===== config.mk =====
export PLATFORM = sky130hd
export DESIGN_NAME = accum_readout
export DESIGN_NICKNAME = d
export VERILOG_FILES = /design/src/rtl/accum_pkg.sv /design/src/rtl/accum_readout.sv
export SDC_FILE = /design/constraint.sdc
export NUM_CORES = 1
export LEC_CHECK = 0
export BUFFER_PORTS_ARGS = -buffer_cell sky130_fd_sc_hd__buf_2
export CAP_MARGIN = 15
export CORE_UTILIZATION = 39
export CTS_CLUSTER_SIZE = 14
export DETAILED_ROUTE_END_ITERATION = 7
export GPL_TIMING_DRIVEN = 0
export PLACE_DENSITY = 0.75
export SLEW_MARGIN = 20
export SYNTH_ARGS = -nofsm -noshare
export SYNTH_HDL_FRONTEND = slang
export SYNTH_SLANG_ARGS = --single-unit

===== constraint.sdc =====
create_clock -name clk_i -period 1.6 [get_ports clk_i]
set_clock_uncertainty 0.15 [all_clocks]
set_input_delay 0.32 -clock clk_i [delete_from_list [all_inputs] [get_ports clk_i]]
set_output_delay 0.32 -clock clk_i [all_outputs]
set_load 0.02 [all_outputs]

===== src/rtl/accum_pkg.sv =====
// Shared defaults and FSM state encoding for the accumulator readout block.
package accum_pkg;

    localparam int unsigned DATA_W_DEFAULT  = 32;
    localparam int unsigned NUM_BUF_DEFAULT = 4;

    typedef enum logic [2:0] {
        StIdle    = 3'd0,
        StIssue   = 3'd1,
        StCapture = 3'd2,
        StOutput  = 3'd3,
        StDone    = 3'd4
    } accum_state_e;

endpackage


===== src/rtl/accum_readout.sv =====
// Drains NUM_BUF accumulation buffers one at a time onto a valid/ready result port.
// Build macro ACCUM_READOUT_RELU_EN clamps negative captured values to zero.
module accum_readout
    import accum_pkg::*;
#(
    parameter int unsigned NUM_BUF = NUM_BUF_DEFAULT,
    parameter int unsigned DATA_W  = DATA_W_DEFAULT
) (
    input  logic                             clk_i,
    input  logic                             rst_i,
    input  logic                             start_i,
    input  logic                             acc_wr_active_i,
    output logic [NUM_BUF-1:0]               rd_en_o,
    input  logic [NUM_BUF-1:0][DATA_W-1:0]   buf_data_i,
    output logic                             out_valid_o,
    input  logic                             out_ready_i,
    output logic [DATA_W-1:0]                out_data_o,
    output logic [$clog2(NUM_BUF)-1:0]       out_idx_o,
    output logic                             out_last_o,
    output logic                             busy_o,
    output logic                             done_o
);

    localparam int unsigned      IDX_W    = $clog2(NUM_BUF);
    localparam logic [IDX_W-1:0] LAST_IDX = IDX_W'(NUM_BUF - 1);

    accum_state_e      state_q, state_d;
    logic [IDX_W-1:0]  idx_q, idx_d;
    logic [DATA_W-1:0] data_q, data_d;
    logic [IDX_W-1:0]  out_idx_q, out_idx_d;
    logic              out_last_q, out_last_d;
    logic [DATA_W-1:0] sel_data;
    logic [DATA_W-1:0] cap_data;

    assign sel_data = buf_data_i[idx_q];

    always_comb begin
`ifdef ACCUM_READOUT_RELU_EN
        cap_data = sel_data[DATA_W-1] ? '0 : sel_data;
`else
        cap_data = sel_data;
`endif
    end

    always_comb begin
        state_d    = state_q;
        idx_d      = idx_q;
        data_d     = data_q;
        out_idx_d  = out_idx_q;
        out_last_d = out_last_q;
        case (state_q)
            StIdle: begin
                if (start_i) begin
                    idx_d   = '0;
                    state_d = StIssue;
                end
            end
            // A buffer write in flight would race the read, so the read waits it out.
            StIssue: begin
                if (!acc_wr_active_i) begin
                    state_d = StCapture;
                end
            end
            StCapture: begin
                data_d     = cap_data;
                out_idx_d  = idx_q;
                out_last_d = (idx_q == LAST_IDX);
                state_d    = StOutput;
            end
            StOutput: begin
                if (out_ready_i) begin
                    if (idx_q == LAST_IDX) begin
                        state_d = StDone;
                    end else begin
                        idx_d   = idx_q + IDX_W'(1);
                        state_d = StIssue;
                    end
                end
            end
            StDone: begin
                state_d = StIdle;
            end
            default: begin
                state_d = StIdle;
            end
        endcase
    end

    always_ff @(posedge clk_i or posedge rst_i) begin
        if (rst_i) begin
            state_q    <= StIdle;
            idx_q      <= '0;
            data_q     <= '0;
            out_idx_q  <= '0;
            out_last_q <= 1'b0;
        end else begin
            state_q    <= state_d;
            idx_q      <= idx_d;
            data_q     <= data_d;
            out_idx_q  <= out_idx_d;
            out_last_q <= out_last_d;
        end
    end

    always_comb begin
        rd_en_o = '0;
        if (state_q == StIssue && !acc_wr_active_i) begin
            rd_en_o[idx_q] = 1'b1;
        end
    end

    assign out_valid_o = (state_q == StOutput);
    assign out_data_o  = data_q;
    assign out_idx_o   = out_idx_q;
    assign out_last_o  = out_last_q;
    assign busy_o      = (state_q != StIdle);
    assign done_o      = (state_q == StDone);

endmodule


=== After elaboration in Yosys (flattened, before gate mapping) ===
Cells that the tools add are included.

* $add $sub $neg: 1
* Magnitude comparators: 2
* Equality and inequality tests: 9
* Reductions and logical operators: 8
* Bitwise gates (word level): 0
* Multiply operators: 0
* Shift operators: 0
* Div/mod/pow operators: 0
* Muxes and demuxes: 14

{| class="wikitable"
|+ Operators with widths
! kind !! count
|-
| 32-bit binary-select mux with 2-bit select || 1
|-
| 32-bit 2-to-1 mux || 1
|-
| 3-bit 2-to-1 mux || 4
|-
| 3-bit case mux with 4 select lines || 1
|-
| 3-bit by 2-bit == test with 1-bit output (second input constant) || 2
|-
| 2-bit 2-to-1 mux || 3
|-
| 2-bit != test (second input constant) || 3
|-
| 4-bit 2-to-1 mux || 1
|-
| 2-bit case mux with 2 select lines || 1
|-
| 4-bit AND reduction || 1
|-
| 3-bit by 1-bit == test with 1-bit output (second input constant) || 1
|-
| 3-bit == test (second input constant) || 1
|-
| 3-bit logical NOT || 1
|-
| 2-bit by 3-bit < comparator with 1-bit output (second input constant) || 1
|-
| 3-bit AND reduction || 1
|-
| 3-bit nonzero test || 1
|-
| 2-bit by 1-bit adder with 2-bit output (second input constant) || 1
|-
| 1-bit demux with 2-bit select || 1
|-
| 2-bit == test (second input constant) || 1
|-
| 2-bit by 1-bit >= comparator with 1-bit output (second input constant) || 1
|-
| 1-bit logical AND || 2
|-
| 2-bit by 1-bit != test with 1-bit output (second input constant) || 1
|-
| 2-bit nonzero test || 1
|-
| 1-bit logical NOT || 1
|-
| 1-bit 2-to-1 mux || 1
|}

* Memories: 0
* Output and inout port bits: 42
* Bits in read-only memories: 0
* Latch bits: 0
* Register bits after elaboration: 40
* Word-level logic and storage cells: 39
* Bits of input ports: 133
* Bits in writable memories: 0

=== Logic depth before layout (Yosys ltp) ===
* Word-level depth: 5
* Gate-level depth with buffers: 7
* Gate-level depth less buffers: 4

=== Worst setup path before layout ===
Ideal clock, no wire load.

* Path type: register to output
* From: register idx_q[0]
* To: output rd_en_o[0]
* Stages on the path, launching flop included: 7
* Slack: -0.230 ns
* Path buffers: 3
* Required time: 1.130 ns
* Data arrival time: 1.360 ns
* Path through: dfrtp_1 buf_2 buf_4 buf_2 inv_1 ha_1 and2_1

* Longest elaborated chain between the ends: 5
* Elaborated cells on any way between the ends: 6
* Classes of those cells: order compare (2); mux (3); reduce/logical (1)

{| class="wikitable"
|+ RTL lines
! element !! line !! text
|-
| start, declared || accum_readout.sv:28 || <nowiki>logic [IDX_W-1:0] idx_q, idx_d;</nowiki>
|-
| start signal, assigned || accum_readout.sv:98 || <nowiki>idx_q <= idx_d;</nowiki>
|-
| 2-bit by 3-bit < comparator with 1-bit output (not written as such) or 2-bit by 1-bit >= comparator with 1-bit output (tied branches) || accum_readout.sv:108 || <nowiki>rd_en_o[idx_q] = 1'b1;</nowiki>
|-
| 1-bit logical AND (not written as such) || accum_readout.sv:108 ||
|-
| 1-bit 2-to-1 mux (not written as such) || accum_readout.sv:108 ||
|-
| 1-bit demux with 2-bit select * || accum_readout.sv:108 ||
|-
| 4-bit 2-to-1 mux * || accum_readout.sv:107 || <nowiki>if (state_q == StIssue && !acc_wr_active_i) begin</nowiki>
|-
| end, declared || accum_readout.sv:13 || <nowiki>output logic [NUM_BUF-1:0] rd_en_o,</nowiki>
|}

Mark *: on every way between the ends. The rest lies on a longest branch, timed or not.

=== Worst setup path in the final report ===
* From: register idx_q[0]
* To: output rd_en_o[2]

The elaborated chain is that of the path after synthesis.

==> flow_metrics.py <==
metrics = {
    "run_status": {
        "status": "finished, violations left",
        "violations": "DRC, setup timing",
    },
    "floorplan": {
        "num_rows": 29,
        "coreArea_um2": 6490,
        "die_y_um": 84.8,
        "io-pin-count": 175,
        "initial_core_util_pct": 41.2,
        "dieArea_um2": 7190,
        "die_x_um": 84.8,
    },
    "final_layout": {
        "area_growth_pct": 58.3,
        "nets": 572,
        "postLayoutCellArea_um2": 4230,
        "diodes": 0,
        "final_cells": 513,
        "final_cell_mix": "buf_2, mux2i_1, dfrtp_1",
        "layout_commonest_cell": "buf_2",
        "layout-drive-gt1-share_pct": 65.1,
    },
    "setup_path": {
        "rrSetupSlack_ns": -0.24,
        "worstSetupStartpointType": "flop",
        "worst_r2r_endpoint": "out_data_o[7]",
        "critPathMaxFanout": 3,
        "end_kind": "primary output",
        "crit_arrival_ns": 1.45,
        "cp_slowest_cell": "dfrtp_1",
        "critical_path_class": "reg2out",
        "rr_startpoint": "state_q[2]",
        "critPathMostFrequentCell": "buf_6",
        "slowest_delay_ns": 0.39,
        "path_cells": "buf_6, buf_8, buf_12, inv_8, ha_4, and2_4, buf_6",
        "r2r_cells": 7,
        "required_ns": 1.13,
    },
    "power": {
        "seqPwrFrac_pct": 23.1,
        "p_int_mw": 4.42,
        "switchingPower_mw": 3.37,
        "p_leak_nw": 2.17,
        "p_per_area_nw_per_um2": 1840,
        "totalPowerFinal_mw": 7.79,
        "pwr-share-comb_pct": 66.5,
        "swShare_pct": 43.3,
        "p_clk_share_pct": 10.4,
        "peakVddDrop_mv": 0.925,
    },
    "routing": {
        "routedWlPerCell_um": 16.5,
        "drc_errors": 15,
        "firstDrtPassIters": 8,
        "viasPerCell": 5.17,
        "first_iter_violations": 124,
        "ant_nets": 0,
        "routed_wl_mm": 8.47,
        "vias": 2650,
    },
    "yosys": {
        "synth_area_um2": 2680,
        "synth_compound_area_share_pct": 17.9,
        "yosys_warnings": 0,
        "synth_xor_area_share_pct": 0,
        "synth_fp_nets": 370,
        "yosysSeqAreaShare_pct": 37.4,
        "ys_ff_latch": 40,
        "synth_area_per_cell_um2": 11.5,
        "syn_inst": 233,
        "synth-simple-area-share_pct": 10.7,
        "synth_cell_type_count": 24,
        "synth_top_family_by_area": "multiplexers",
        "synthMuxAreaShare_pct": 25.5,
        "synth_fa_ha_area_share_pct": 1.87,
    },
    "clock_network": {
        "cts.sinks": 40,
        "numCtsBuffers": 5,
        "worstSkewPairLatency_ns": 0.29,
        "path_clk_slew_ns": 0.07,
        "cts_tree": "yes",
        "htreeDepth": 2,
        "clockBufferDepth": 2,
        "root_buffer": "clkbuf_8",
    },
    "global_routing": {
        "grt_max_degree": 36,
        "grt_antenna_before_repair": 0,
        "grt_overflow_total": 0,
        "first_global_vias": 2752,
        "grt_pass1_wl_mm": 13.3,
        "grtUsageTotal_pct": 23.7,
    },
    "place": {
        "dp_hpwl_mm": 6.27,
        "dpl-instance-area_um2": 3690,
        "gp_congestion": 0.801,
        "place.port_buffers": 174,
        "placed_cells": 485,
    },
    "sta": {
        "hold_viol": 0,
        "tightest_slew_ns": 0.323,
        "max_freq_mhz": 522,
        "setup_ws_ns": -0.317,
        "period_share_pct": 120,
        "setup_viol": 44,
        "slew_violations": 0,
        "slew-limit-headroom_pct": 78.3,
        "period_needed_ns": 1.92,
        "rsz0062_at_grt": "true",
    },
    "job": {
        "maxCapViolations": 0,
    },
    "worst_hold_path": {
        "hold_class": "in2reg",
        "min_delay_path_depth": 3,
        "min_to": "state_q[2]",
        "hold_path_startpoint": "out_ready_i",
    },
}
==> power by group through the flow <==
stage	sequential [mW]	combinational, mW	clock [mW]
after floorplan	2.29	2.59	0
after global placement	1.75	4.23	0
after detailed placement	1.79	4.32	0
after CTS	1.78	4.91	0.827
after global routing	1.85	5.55	0.877
final	1.80	5.18	0.809
==> logic make-up (layout without fill, tap and decap cells) <==
group                    after synthesis  in the layout
adder cells (fa/ha/maj)                4              4
AO/OA/AOI/OAI                         34             34
buffers and inverters                 26            229
flip-flops                            40             40
multiplexers                          68             68
AND/OR/NAND/NOR                       61             61
==> area by class of cell <==
| class | instances | area, um^2 |
|---|---|---|
| multi-input combinational | 167 | 1620 |
| timing repair buffer | 196 | 1160 |
| fill | 540 | 2260 |
| clock inverter | 2 | 35.0 |
| inverter | 5 | 26.3 |
| clock buffer | 6 | 72.6 |
| buffer | 20 | 224 |
| sequential | 40 | 1000 |
| tap | 77 | 96.3 |
==> registers in the layout, indices dropped and copies added (netlist names) <==
| signal | cells |
|---|---|
| idx_q | 2 |
| out_data_o | 32 |
| out_idx_o | 2 |
| out_last_o | 1 |
| state_q | 3 |
==> metal layers <==
layer / track usage, % / vias to the layer above / share of wire, %
li1: - / 1273 / -
met1: 26.6 / 1255 / 40
met2: 44.1 / 101 / 52
met3: 4.96 / 21 / 5.6
met4: 8.78 / 0 / 2.9
met5: 0 / - / 0
==> cell usage after synthesis <==
cell type | n | area share [%]
nand3_1 | 1 | 0.19
mux2i_1 | 67 | 25
or3_1 | 2 | 0.47
or4b_2 | 1 | 0.37
nand2b_4 | 1 | 0.51
and2_1 | 4 | 0.94
or3b_1 | 1 | 0.33
dfrtp_1 | 40 | 37
buf_4 | 4 | 1.1
a21oi_1 | 1 | 0.19
nor4_1 | 1 | 0.23
ha_1 | 4 | 1.9
nor2_1 | 4 | 0.56
o221ai_1 | 2 | 0.65
nand2_1 | 42 | 5.9
inv_1 | 5 | 0.70
nor3b_1 | 2 | 0.56
buf_2 | 10 | 1.9
buf_6 | 7 | 2.9
o21ai_1 | 1 | 0.19
nor3b_2 | 1 | 0.47
nor3_1 | 1 | 0.19
o221ai_2 | 30 | 17
mux2_2 | 1 | 0.42
==> critical path, delay by kind of cell, from the launching register on <==
kind,cells,cell delay (ns)
buf+inv,5,0.51
simple gates,1,0.13
fa+ha+maj,1,0.12
flops,1,0.39
==> worst max-delay path by stage <==
stage | start | endpoint | cells after the start
floorplan | idx_q[0] | rd_en_o[0] | 6
global placement | rst_i | out_data_o[19] | 2
detailed placement | idx_q[0] | rd_en_o[2] | 7
CTS | idx_q[0] | rd_en_o[2] | 7
global route | state_q[1] | rd_en_o[0] | 4
finish | idx_q[0] | rd_en_o[2] | 7
==> per-stage QoR <==
stage	setup WS, ns	hold WS [ns]	utilization [%]	setup TNS (ns)
2_1_floorplan	-0.00106	0.325	-	-0.00211
3_3_place_gp	-0.322	0.306	56.5	-16.96
3_5_place_dp	-0.284	0.0650	56.8	-4.75
4_1_cts	-0.312	0.146	63.1	-5.47
5_1_grt	-0.382	0.151	65.2	-11.63
6_report	-0.317	0.159	65.2	-9.42
==> what timing repair did <==
item | in CTS | in global routing
resized for setup | 49 | 19
cloned | 1 | 1
endpoints found under the setup margin | 41 | 45
hold buffers | 1 | 0
buffers inserted | 12 | 7
pin swaps | 8 | 7
hold endpoints to repair | 39 | 0
No activity file was read; power rests on OpenSTA's default activity.
